**src/rtl/ad_bus_arb_if.sv**
```systemverilog
// ad_bus_arb_if: requester/bus signal bundle for the two-requester ad bus arbiter.
interface ad_bus_arb_if #(parameter int WIDTH = 16);
  logic [1:0] req;
  logic [WIDTH-1:0] wdata0;
  logic [WIDTH-1:0] wdata1;
  logic [1:0] gnt;
  logic [WIDTH-1:0] regff;
  logic [2*WIDTH-1:0] read;
  logic done;
  logic busy;
  modport master (output req, wdata0, wdata1, input gnt, regff, read, done, busy);
  modport slave (input req, wdata0, wdata1, output gnt, regff, read, done, busy);
endinterface

```
**src/rtl/ad_bus_arb.sv**
```systemverilog
// ad_bus_arb: round-robin arbiter driving one latched word onto a shared ad bus for HOLD cycles,
// followed by a one-cycle turnaround so two words never drive the bus back to back.
module ad_bus_arb #(
  parameter int WIDTH = 16,
  parameter int HOLD = 2
) (
  input logic clk,
  input logic reset,
  ad_bus_arb_if.slave bus
);
  typedef enum logic [1:0] {IDLE, DRIVE, TURN} state_t;
  state_t state_q, state_d;
  logic [3:0] cnt_q, cnt_d;
  logic last_q, last_d;
  logic read_q, read_d;
  logic done_q, done_d;
  logic [1:0] gnt_q, gnt_d;
  logic [WIDTH-1:0] regff_q, regff_d;
  logic pick;
  // a tie goes to whoever was not served last
  assign pick = &bus.req ? ~last_q : bus.req[1];
  always_comb begin
    state_d = state_q;
    cnt_d = cnt_q;
    last_d = last_q;
    gnt_d = gnt_q;
    regff_d = regff_q;
    read_d = 1'b1;
    done_d = 1'b0;
    case (state_q)
      IDLE: if (|bus.req) begin
        state_d = DRIVE;
        cnt_d = 4'(HOLD - 1);
        gnt_d = pick ? 2'b10 : 2'b01;
        regff_d = pick ? bus.wdata1 : bus.wdata0;
        read_d = 1'b0;
      end
      DRIVE: if (cnt_q == 4'd0) begin
        state_d = TURN;
        gnt_d = 2'b00;
        done_d = 1'b1;
        last_d = gnt_q[1];
      end else begin
        cnt_d = cnt_q - 4'd1;
        read_d = 1'b0;
      end
      default: begin
        state_d = IDLE;
        gnt_d = 2'b00;
      end
    endcase
  end
  always_ff @(posedge clk)
    if (reset) begin
      state_q <= IDLE;
      cnt_q <= '0;
      last_q <= 1'b1;
      gnt_q <= '0;
      regff_q <= '0;
      read_q <= 1'b1;
      done_q <= 1'b0;
    end else begin
      state_q <= state_d;
      cnt_q <= cnt_d;
      last_q <= last_d;
      gnt_q <= gnt_d;
      regff_q <= regff_d;
      read_q <= read_d;
      done_q <= done_d;
    end
  assign bus.gnt = gnt_q;
  assign bus.regff = regff_q;
  assign bus.read = {(2*WIDTH){read_q}};
  assign bus.done = done_q;
  assign bus.busy = state_q != IDLE;
endmodule

```
**src/flat_wrapper.sv**
```systemverilog
// flat-port wrapper written by rule: the top's interface ports become plain ports
module ad_bus_arb_flat 
#(
  parameter int WIDTH = 16,
  parameter int HOLD = 2
)
  (clk, reset, bus_req, bus_wdata0, bus_wdata1, bus_gnt, bus_regff, bus_read, bus_done, bus_busy);
  ad_bus_arb_if #(.WIDTH(WIDTH)) bus_i ();
  input logic clk;
  input logic reset;
  input wire logic [$bits(bus_i.req)-1:0] bus_req;
  input wire logic [$bits(bus_i.wdata0)-1:0] bus_wdata0;
  input wire logic [$bits(bus_i.wdata1)-1:0] bus_wdata1;
  output wire logic [$bits(bus_i.gnt)-1:0] bus_gnt;
  output wire logic [$bits(bus_i.regff)-1:0] bus_regff;
  output wire logic [$bits(bus_i.read)-1:0] bus_read;
  output wire logic [$bits(bus_i.done)-1:0] bus_done;
  output wire logic [$bits(bus_i.busy)-1:0] bus_busy;
  assign bus_i.req = bus_req;
  assign bus_i.wdata0 = bus_wdata0;
  assign bus_i.wdata1 = bus_wdata1;
  assign bus_gnt = bus_i.gnt;
  assign bus_regff = bus_i.regff;
  assign bus_read = bus_i.read;
  assign bus_done = bus_i.done;
  assign bus_busy = bus_i.busy;
  ad_bus_arb #(.WIDTH(WIDTH), .HOLD(HOLD)) u_core (.clk(clk), .reset(reset), .bus(bus_i));
endmodule
```
**config.mk**
```make
export PLATFORM = sky130hd
export DESIGN_NAME = ad_bus_arb_flat
export DESIGN_NICKNAME = d
export VERILOG_FILES = /design/src/rtl/ad_bus_arb_if.sv /design/src/rtl/ad_bus_arb.sv /design/src/flat_wrapper.sv
export SDC_FILE = /design/constraint.sdc
export NUM_CORES = 1
export LEC_CHECK = 0
export CAP_MARGIN = 10
export CORE_ASPECT_RATIO = 0.6
export CORE_UTILIZATION = 39
export CTS_BUF_LIST = sky130_fd_sc_hd__clkbuf_2
export DETAILED_ROUTE_END_ITERATION = 8
export GPL_TIMING_DRIVEN = 0
export PLACE_DENSITY = 0.83
export SYNTH_ARGS = -nofsm -noshare
export SYNTH_HDL_FRONTEND = slang
export SYNTH_SLANG_ARGS = --single-unit
```
**constraint.sdc**
```tcl
create_clock -name clk -period 1.9 [get_ports clk]
set_input_delay 0.285 -clock clk [delete_from_list [all_inputs] [get_ports clk]]
set_output_delay 0.285 -clock clk [all_outputs]
set_load 0.02 [all_outputs]
```
=== Yosys cells after proc, flatten, opt, wreduce, memory -nomap -nowiden ===
Index checks and enable logic that the tools add are counted.

* $add $sub $neg: 1
* Equal/unequal tests: 4
* Mux-type cells: 15
* Bitwise gates (word level): 2
* Reduce and logical (&&, ||, !) cells: 11

{| class="wikitable"
|+ Operators by type and width
! cell !! number
|-
| $mux 16 || 1
|-
| $mux 2 || 5
|-
| $mux 4 || 2
|-
| $pmux 2 s2 || 2
|-
| $pmux 4 s2 || 1
|-
| $reduce_and 2->1 || 4
|-
| $logic_not 4->1 || 1
|-
| $ne 2x1->1 const B || 2
|-
| $reduce_bool 2->1 || 2
|-
| $reduce_or 2->1 || 2
|-
| $sub 4x1->4 const B || 1
|-
| $mux 1 || 3
|-
| $reduce_and 3->1 || 1
|-
| $eq 2x1->1 const B || 1
|-
| $logic_not 2->1 || 1
|-
| $ne 2x2->1 const B || 1
|-
| $not 1->1 || 2
|-
| $pmux 1 s2 || 1
|}

* Register bits after elaboration: 27
* Bits of input ports: 36
* Logic and storage cells: 40

=== Depth between registers and ports, before layout ===
* Depth after elaboration: 5
* Depth in mapped cells: 6
* Mapped depth without buffers: 5

=== Least setup slack after synthesis ===
Ideal clock, no wire load.

* Kind: reg-to-reg
* From: register u_core.cnt_q[0]
* To: register u_core.cnt_q[0]
* Library setup time: 0.074 ns
* Arrival time: 1.330 ns
* Required time: 1.826 ns
* Slack: 0.495 ns
* Cell stages (with the launch flop): 7
* Path buffers: 1
* Period minus slack after synthesis: 1.405 ns
* Cell sequence: dfxtp_1 > inv_1 > ha_1 > or3b_1 > buf_6 > a31o_1 > a31oi_1

* Word-level cells in the longest chain between the ends: 3

{| class="wikitable"
|+ RTL lines
! what !! line !! source
|-
| start, declared || ad_bus_arb.sv:13 || <nowiki>logic [3:0] cnt_q, cnt_d;</nowiki>
|-
| start signal, assigned || ad_bus_arb.sv:64 || <nowiki>cnt_q <= cnt_d;</nowiki>
|-
| $sub 4x1->4 / $logic_not 4->1 (equally long branches) || ad_bus_arb.sv:44, ad_bus_arb.sv:38 ||
|-
| $mux 4 / $ne 2x2->1 (equally long branches) || n/a ||
|-
| $pmux 4 s2 / $reduce_and 3->1 (equally long branches) || n/a ||
|}

Parallel ways exist; a longest one is shown, timed or not. The select of a mux whose other input is x is not followed.
A chain may end at the register's enable or synchronous reset.

=== Final worst setup path ===
* From: register u_core.gnt_q[1] (netlist: u_core.bus.gnt[1])
* To: output bus_gnt[1]

{| class="wikitable"
|+ RTL lines
! what !! line !! source
|-
| start, declared || ad_bus_arb.sv:17 || <nowiki>logic [1:0] gnt_q, gnt_d;</nowiki>
|-
| start signal, assigned || ad_bus_arb.sv:66 || <nowiki>gnt_q <= gnt_d;</nowiki>
|-
| end, declared || flat_wrapper.sv:14 || <nowiki>output wire logic [$bits(bus_i.gnt)-1:0] bus_gnt;</nowiki>
|}

No word-level cell between the ends.

==> impl_metrics.csv <==
group,metric,value,unit
yosys,ys_warn_count,0,
yosys,netlist.area_leader.share,36.2,%
timing,finClkSkew,19.1,ps
clocking,clock_path_buffers,2,
yosys,yosys-top-cells-count,"buf_4 (35), nand2_1 (34), dfxtp_1 (27)",
grt,grt_pass1_wl,6600,um
timing,fmax,573,MHz
clocking,cts_tree,"done",
yosys,ys_seq_area_share,36.2,%
status,status,"finished, final reports clean",
clocking,htreeDepth,1,
finish,multiInputGateArea,623,um2
critical_path,worst_setup_path_end_kind,"output pin",
finish,diodes,0,
yosys,synth_compound_area_share,23.3,%
critical_path,crit_path_start,"u_core.bus.gnt[1]$_SDFFE_PP0P_",
timing,min_period,1740,ps
yosys,synth.distinct_cells,34,
power_and_ir_drop,power,0.00206,W
clocking,clk_pin_slew,270,ps
power_and_ir_drop,ir_drop,0.384,mV
critical_path,arrival,1460,ps
finish,fin_nets,316,
floorplan,die_h,50.0,um
run,maxCapViolCount,0,
yosys,yosys.area_share.simple,16.5,%
grt,gr-usage-all-layers,21.1,%
finish,area_delta_synth_final,64.2,%
critical_path,path_class,"flip-flop to output pin",
timing,slew_headroom,64.3,%
yosys,syn_area,0.00150,mm2
critical_path,cp.depth,1,
critical_path,rr_startpoint,"u_core.cnt_q[0]$_SDFFE_PP0P_",
yosys,synth_top_cell_by_area,"dfxtp_1",
yosys,synth-xor-area-share,0,%
yosys,synth_top_flop_cell,"dfxtp_1",
critical_path,start_kind,"flip-flop",
drt,wl_per_cell,13.0,um
grt,grt_max_degree,17,
hold_path,hold_path.class,"primary input to flip-flop",
critical_path,cp.required,1620,ps
critical_path,reg2reg_slack,320,ps
critical_path,crit_chain,"clkdlybuf4s50_1",
clocking,cts_root_buffer,"clkbuf_2",
yosys,synthCells,183,
clocking,cts_made_buffers,3,
timing,rsz0062_at_grt,"no",
timing,setup-violations-final,0,
timing,finalHoldViolCount,0,
critical_path,slowest_delay,650,ps
drt,num_vias,1567,
finish,seqCellArea,544,um2
yosys,synth_top_family_by_area,"compound AO/OA/AOI/OAI gates",
power_and_ir_drop,power_density,838,mW/mm2
floorplan,initial_utilization,40.9,%
floorplan,core_area,0.00366,mm2
floorplan,rows,17,
finish,nFillCells,330,
grt,antenna_found_initial,0,
critical_path,crit_end,"bus_gnt[1]",
drt,first_iter_violations,65,
grt,grt_pass1_vias,1388,
yosys,synth_edf_count,0,
placed_design,place_ws,-221,ps
drt,routed_wl,4200,um
yosys,synth.avg_cell_area,8.17,um2
clocking,cts_sinks,27,
timing,setup_ws,156,ps
placed_design,io_buffers,86,
floorplan,die_x,81.9,um
timing,tightestPinTransition,533,ps
finish,finish.utilization,67.1,%
yosys,synth_most_common_cell,"buf_4",
yosys,synth_area_leaders,"dfxtp_1 (36%), buf_4 (18%), a311oi_1 (9.4%)",
drt,dr.pass1.iters,4,
floorplan,ioPinCount,88,
floorplan,die-area,0.00409,mm2
timing,fin_setup_tns,0,ps
clocking,clock_latency,380,ps
timing,fin_crit_sh,91.8,%
placed_design,post-dp-hpwl,3110,um
power_and_ir_drop,p_leak,1.02,nW
grt,grt_overflow,0,
drt,avgViaCountPerCell,4.84,
critical_path,slowest_stage,"clkdlybuf4s50_1",
timing,final_max_slew_viol_count,0,
clocking,hold_buffers,0,
placed_design,routabilityCongestion,0.768,
finish,drive_gt1_share,19.9,%
critical_path,worstRegToRegCells,6,
yosys,synth_fa_ha_area_share,1.67,%
drt,final_antenna_net_count,0,
critical_path,crit_fanout,4,
yosys,syn-num-nets,221,
drt,drc,0,
yosys,synth_mux_area_share,0,%
yosys,ys_ff_latch,27,
critical_path,reg2reg_to,"u_core.cnt_q[0]$_SDFFE_PP0P_",
critical_path,path_delay_family,"buffers and inverters",
critical_path,crit_buf_inv,1,
yosys,synth-async-reset-ratio,0,%
[per-stage QoR]
stage          instances  hold WS, ps  area [um2]
2_1_floorplan        183          445        1500
3_3_place_gp         316          490        2410
3_5_place_dp         316          496        2410
4_1_cts              324          371        2430
5_1_grt              324          378        2450
6_report             324          368        2450
[repair_timing]
action                     CTS  global route
gates resized for setup     28             8
buffers inserted             4             0
setup endpoints to repair   33             8
[final cells by class]
type,count,area share (%)
Tap cell,47,2.40
Sequential cell,27,22.2
Timing Repair Buffer,90,35.6
Clock buffer,4,0.815
Inverter,3,0.459
Buffer,46,13.1
Multi-Input combinational cell,107,25.4
[worst min-delay path by stage]
stage / start / end / slack, ps / cells after the start
after floorplan: bus_wdata1[13] / u_core.bus.regff[13]$_SDFFE_PP0P_ / 440 / 2
after global placement: u_core.bus.gnt[0]$_SDFFE_PP0P_ / u_core.bus.gnt[0]$_SDFFE_PP0P_ / 490 / 2
after detailed placement: u_core.bus.gnt[0]$_SDFFE_PP0P_ / u_core.bus.gnt[0]$_SDFFE_PP0P_ / 500 / 2
after CTS: reset / u_core.bus.regff[2]$_SDFFE_PP0P_ / 370 / 2
after global routing: reset / u_core.bus.regff[2]$_SDFFE_PP0P_ / 380 / 2
final: reset / u_core.bus.regff[1]$_SDFFE_PP0P_ / 370 / 2
[layout by cell type (no fill, tap or decap), types with 2 or more instances in the layout]
master           count
a31oi_1              5
ha_1                 2
clkbuf_1             5
buf_4               40
dlymetal6s2s_1       7
clkdlybuf4s50_1     53
o21ai_0              2
a311oi_1            16
inv_1                3
a21oi_1             18
nor2_2               2
dfxtp_1             26
clkbuf_2             4
buf_2                4
nor3_1               2
nand3_1              8
nand2_1             34
dlygate4sd2_1       25
[power breakdown]
group	switching [W]	total [W]	leakage, nW	internal, W
sequential	0.0000564	0.000709	0.224	0.000653
clock	0.000178	0.000233	0.0166	0.0000555
combinational	0.000566	0.00111	0.782	0.000548
total	0.000800	0.00206	1.02	0.00126
[cell families (layout without fill, tap and decap cells)]
kind of cell | count (synthesis) | after routing
flops | 27 | 27
simple gates | 55 | 55
compound gates | 50 | 50
fa+ha+maj | 2 | 2
buf+inv | 49 | 143
[per-layer routing]
layer	track usage [%]	up-vias	part of all wire (%)
met5	0	-	0
met4	2.63	0	0.45
met3	8.15	2	7.9
met2	31.5	48	44
met1	29.2	716	48
li1	-	801	-
[registers in the layout, indices dropped and copies added, names as in the netlist]
name              cells
u_core.bus.done       1
u_core.bus.gnt        2
u_core.bus.regff     16
u_core.cnt_q          4
u_core.last_q         1
u_core.read_q         1
u_core.state_q        2
No activity file was read; power rests on OpenSTA's default activity.
==> RTL change 1, RTL diff (same flow settings) <==
Reset style: asynchronous (`reset`), changed in one clocked block.
--- a/src/rtl/ad_bus_arb.sv
+++ b/src/rtl/ad_bus_arb.sv
@@ -50,7 +50,7 @@
       end
     endcase
   end
-  always_ff @(posedge clk)
+  always_ff @(posedge clk or posedge reset)
     if (reset) begin
       state_q <= IDLE;
       cnt_q <= '0;
Behaviour: differs if reset is asserted again (counterexample within 4 cycles, from zero or initial values and one cycle with reset high); with reset held inactive, the same outputs for 10 cycles.
==> RTL change 1 against the unedited design <==
Fmax shrank 3.5%; via count down 14%; critical endpoint is now bus_read[5]; global-route usage down 1.8 points; clock skew decreased by 9.1 ps; setup slack worse by 64 ps; area after synthesis is 2.0% higher; wire length is 5.7% lower; synthesized cell count shrank 25%; largest cell class unchanged; sequential cell count did not move; die area up 1.9%; cell area decreased by 3.2%.
Power is not compared: it rests on default switching activity, and its combinational part moved more than twofold at a synthesized area within 25%.
==> RTL change 1: results (changes against the unedited design) <==
vias in the first global route: 1242 (-11%)
VDD IR max: 983.0 uV
# fillers: 324 (-1.8%)
Min-Delay Path Class: in -> async
vias per inst: 4.772 (-1.3%)
Yosys warnings: 0 (unchanged)
GRT met2 Usage: 0.3060 (-0.009416)
cts bufs inserted: 3 (unchanged)
initial antenna violation count: 0 (unchanged)
met2 routed WL: 1745 um (-5.2%)
top layer in use: met4
Worst path max stage delay: 690 ps (+40 ps)
top cells by area, synth: dfrtp_1, buf_4, a221o_1
critical path arrival: 1520 ps (+60 ps)
DR pass1 iterations: 4 (unchanged)
root buf cell: clkbuf_2
FFs w/ async S/R, synth: 1.000 (+1.000)
largest net degree at the start of global routing: 28 (+11)
max reg flops: 16 (unchanged)
met3 routed WL: 268 um (-19%)
M3 GR Usage: 0.04545 (-0.03603)
clk buf depth: 2 (unchanged)
DP Worst Slack: -38.93 ps (+182.4 ps)
TritonCTS clock tree: done
DR iter-0 viols: 53 (-18%)
number of port buffers: 87 (+1.2%)
most instantiated cells after synthesis: buf_4, dfrtp_1, a221o_1
Syn Nets: 176 (-20%)
skew final: 10.01 ps (-9.119 ps)
sequential-to-total area share from yosys stat: 0.4446 (+0.08312)
WL/cell: 14.10 um (+8.7%)
top_reg_cell synth: dfrtp_1
RePlAce Congestion: 0.7468 (-2.7%)
met1 usage: 0.2719 (-0.01987)
Pleak: 1.155 nW
H-Tree Depth: 1 (unchanged)
slowest library cell on the worst path: dfstp_4
synth unique cells: 31 (-8.8%)
Skew-Pair Late Insertion Delay: 360 ps (-20 ps)
DP Wirelength: 2956 um (-5.0%)
worst-path maximum fanout: 16 (+12)
status: completed
actual slew at the worst max-slew pin: 1027 ps (+494.3 ps)
Clock transition at path regs: 250 ps (-20 ps)
GRT Total Usage: 0.1931 (-0.01803)
layout cells sized above 1: 0.3761 (+0.1775)
first-pass GRT wire length: 6009 um (-8.9%)
Inserted Diodes: 0 (unchanged)
final net count: 273 (-14%)
M1 WL: 1920 um (-4.4%)
-- RTL change 1: cell count changes after synthesis, moves of 8 or more --
cell      unedited run  this run
a221o_1              0        16
dfxtp_1             27         0
a21boi_0             0         9
a21boi_1             0         8
nand2_1             34         2
a21oi_1             18         0
dfrtp_1              0        25
a311oi_1            16         0
-- RTL change 1: cell type report --
| cell class | instances | area share |
|---|---|---|
| multi-input combinational | 63 | 0.2179 |
| sequential | 27 | 0.2868 |
| inverter | 7 | 0.01105 |
| timing repair buffer | 92 | 0.3216 |
| clock inverter | 1 | 0.002105 |
| tap | 47 | 0.02474 |
| buffer | 41 | 0.1295 |
| clock buffer | 3 | 0.006316 |
-- RTL change 1: path summary, 6_finish.rpt --
check / startpoint / endpoint / slack [ps] / depth (start not counted)
max: u_core.read_q / bus_read[5] / 90 / 3
min: reset / u_core.bus.regff[7] / 430 / 2
max reg2reg: u_core.cnt_q[0] / u_core.last_q / 170 / 6
min reg2reg: u_core.bus.gnt[0] / u_core.bus.gnt[0] / 570 / 2
max in group asynchronous: reset / u_core.bus.regff[4] / 860 / 2
min in group clk: bus_wdata0[9] / u_core.bus.regff[9] / 510 / 2
-- RTL change 1: cells by family after synthesis --
| group | synth area share |
|---|---|
| and+or+nand+nor | 0.06728 |
| AOI/OAI and AO/OA | 0.2346 |
| muxes | 0.01395 |
| adders and majority gates | 0.01640 |
| DFF | 0.4446 |
| xor gates and xnor gates | 0.005743 |
| buffers and inverters | 0.2174 |
-- RTL change 1: worst max-delay path, delay by kind of cell (launching register included) --
kind	cells	cell delay, ps
buffers and inverters	3	480
flip-flops	1	690
-- RTL change 1: stage by stage --
step / cells / instance area [um2] / utilization / setup TNS (ps)
2_1_floorplan: 138 / 1525 / - / 0
3_3_place_gp: 272 / 2455 / 0.6633 / -312.7
3_5_place_dp: 272 / 2455 / 0.6633 / -763.6
4_1_cts: 281 / 2546 / 0.6880 / 0
5_1_grt: 281 / 2377 / 0.6423 / 0
6_report: 281 / 2377 / 0.6423 / 0
-- RTL change 1: repair_timing --
action                                  4_1_cts  5_1_grt
endpoints found under the setup margin       33       33
hold buffers                                  0        0
buffers inserted                              5        0
resized for setup                            87       34
cloned                                        0        0
pin swaps                                     0        0
-- RTL change 1: report_power, final --
| part | internal (mW) | leakage [nW] | switching [mW] |
|---|---|---|---|
| combinational | 1.58 | 0.805 | 1.57 |
| clock | 0.0477 | 0.0164 | 0.172 |
| sequential | 0.864 | 0.333 | 0.154 |
| total | 2.49 | 1.15 | 1.89 |
==> RTL change 2, RTL diff (config.mk and constraints unchanged) <==
Made on the original files. `WIDTH` is set to 16 in 3 places; all go to 32.
--- a/src/rtl/ad_bus_arb_if.sv
+++ b/src/rtl/ad_bus_arb_if.sv
@@ -1,5 +1,5 @@
 // ad_bus_arb_if: requester/bus signal bundle for the two-requester ad bus arbiter.
-interface ad_bus_arb_if #(parameter int WIDTH = 16);
+interface ad_bus_arb_if #(parameter int WIDTH = 32);
   logic [1:0] req;
   logic [WIDTH-1:0] wdata0;
   logic [WIDTH-1:0] wdata1;
--- a/src/rtl/ad_bus_arb.sv
+++ b/src/rtl/ad_bus_arb.sv
@@ -1,7 +1,7 @@
 // ad_bus_arb: round-robin arbiter driving one latched word onto a shared ad bus for HOLD cycles,
 // followed by a one-cycle turnaround so two words never drive the bus back to back.
 module ad_bus_arb #(
-  parameter int WIDTH = 16,
+  parameter int WIDTH = 32,
   parameter int HOLD = 2
 ) (
   input logic clk,
--- a/src/flat_wrapper.sv
+++ b/src/flat_wrapper.sv
@@ -1,7 +1,7 @@
 // flat-port wrapper written by rule: the top's interface ports become plain ports
 module ad_bus_arb_flat 
 #(
-  parameter int WIDTH = 16,
+  parameter int WIDTH = 32,
   parameter int HOLD = 2
 )
   (clk, reset, bus_req, bus_wdata0, bus_wdata1, bus_gnt, bus_regff, bus_read, bus_done, bus_busy);
Interface: changed (resized bus_read, bus_regff, bus_wdata0 and bus_wdata1); port bits go from 88 to 168. No check against the original RTL was run, so the function may have changed too.
==> RTL change 2 against the unedited design <==
Setup slack worse by 35 ps; sequential cell count grew 16; combinational power rose by 57%; total power rose by 63%; wire length grew 96%; fmax shrank 2.0%; cell area up 75%; largest cell class unchanged; non-clock buffer count up 126; largest power group unchanged; worst hold slack worse by 100 ps; first-iteration DRC count grew to 3.3 times the old value; area after synthesis grew 67%.
==> RTL change 2: results (changes against the unedited design) <==
max reg flops: 32 (+16)
Post-DP Area: 4249 um2 (+76%)
total number of vias: 2944 (+88%)
status: completed
Avg Inst Size Synth: 8.088 um2 (-1.0%)
Internal Power: 2.064 mW (+64%)
sequential-to-total area share from yosys stat: 0.3456 (-0.01595)
first-pass GRT wire length: 13170 um (+100%)
final core occ: 0.6979 (+0.02692)
worst-path maximum fanout: 19 (+15)
M1 WL: 3697 um (+84%)
Critical Path Start: u_core.state_q[0]
vias in the first global route: 2631 (+90%)
Non-CTS buffers: 262 (+93%)
Syn Nets: 378 (+71%)
most instantiated cells after synthesis: buf_4, dfxtp_1, nand3_1
Non-clk invs: 4 (+1)
vias per inst: 5.183 (+7.2%)
final net count: 553 (+75%)
number of port buffers: 165 (+92%)
layout cells sized above 1: 0.2045 (+0.005989)
synth unique cells: 33 (-2.9%)
largest net degree at the start of global routing: 33 (+16)
Placed Cells incl. Taps: 557 (+76%)
DRT Wirelength: 8240 um (+96%)
skew final: 29.35 ps (+10.22 ps)
Flop pwr share: 0.319 (-0.026)
met2 routed WL: 3681 um (+100%)
Clock transition at path regs: 210 ps (-60 ps)
GRT Total Usage: 0.2428 (+0.03165)
Design Area, Final: 4284 um2 (+75%)
Sw Pwr: 1.286 mW (+61%)
Seq cells: 43 (+59%)
CLK BUF: 5 (+1)
multi-input gate share of the layout cell area: 0.2334 (-0.02047)
met1 usage: 0.3292 (+0.03743)
RePlAce Congestion: 0.8214 (+7.0%)
multi-input gate count: 167 (+56%)
## RTL change 2: changes by cell type in the layout (fill, tap and decap cells not counted), sizes merged, moves of 28 or more
cell / unedited run / this run
nand4: 0 / 32
buf: 45 / 81
nand2: 34 / 0
a31oi: 5 / 33
clkdlybuf4s50: 53 / 100
o21ai: 2 / 35
dlygate4sd2: 25 / 63
## RTL change 2: kinds of logic (layout without fill, tap and decap cells)
kind of cell | after synthesis | in the layout | share of synthesized area
buffers and inverters | 98 | 274 | 0.2531
AO/OA/AOI/OAI | 79 | 79 | 0.1884
flip-flops | 43 | 43 | 0.3456
AND/OR/NAND/NOR | 86 | 86 | 0.2029
adder cells (fa/ha/maj) | 2 | 2 | 0.01004
## RTL change 2: final timing paths
kind / to / slack, ps / cells after the start
hold / removal: u_core.cnt_q[2] / 270 / 2
setup reg to reg: u_core.cnt_q[0] / 250 / 5
setup / recovery: bus_busy / 120 / 3
hold reg to reg: u_core.bus.gnt[0] / 510 / 2
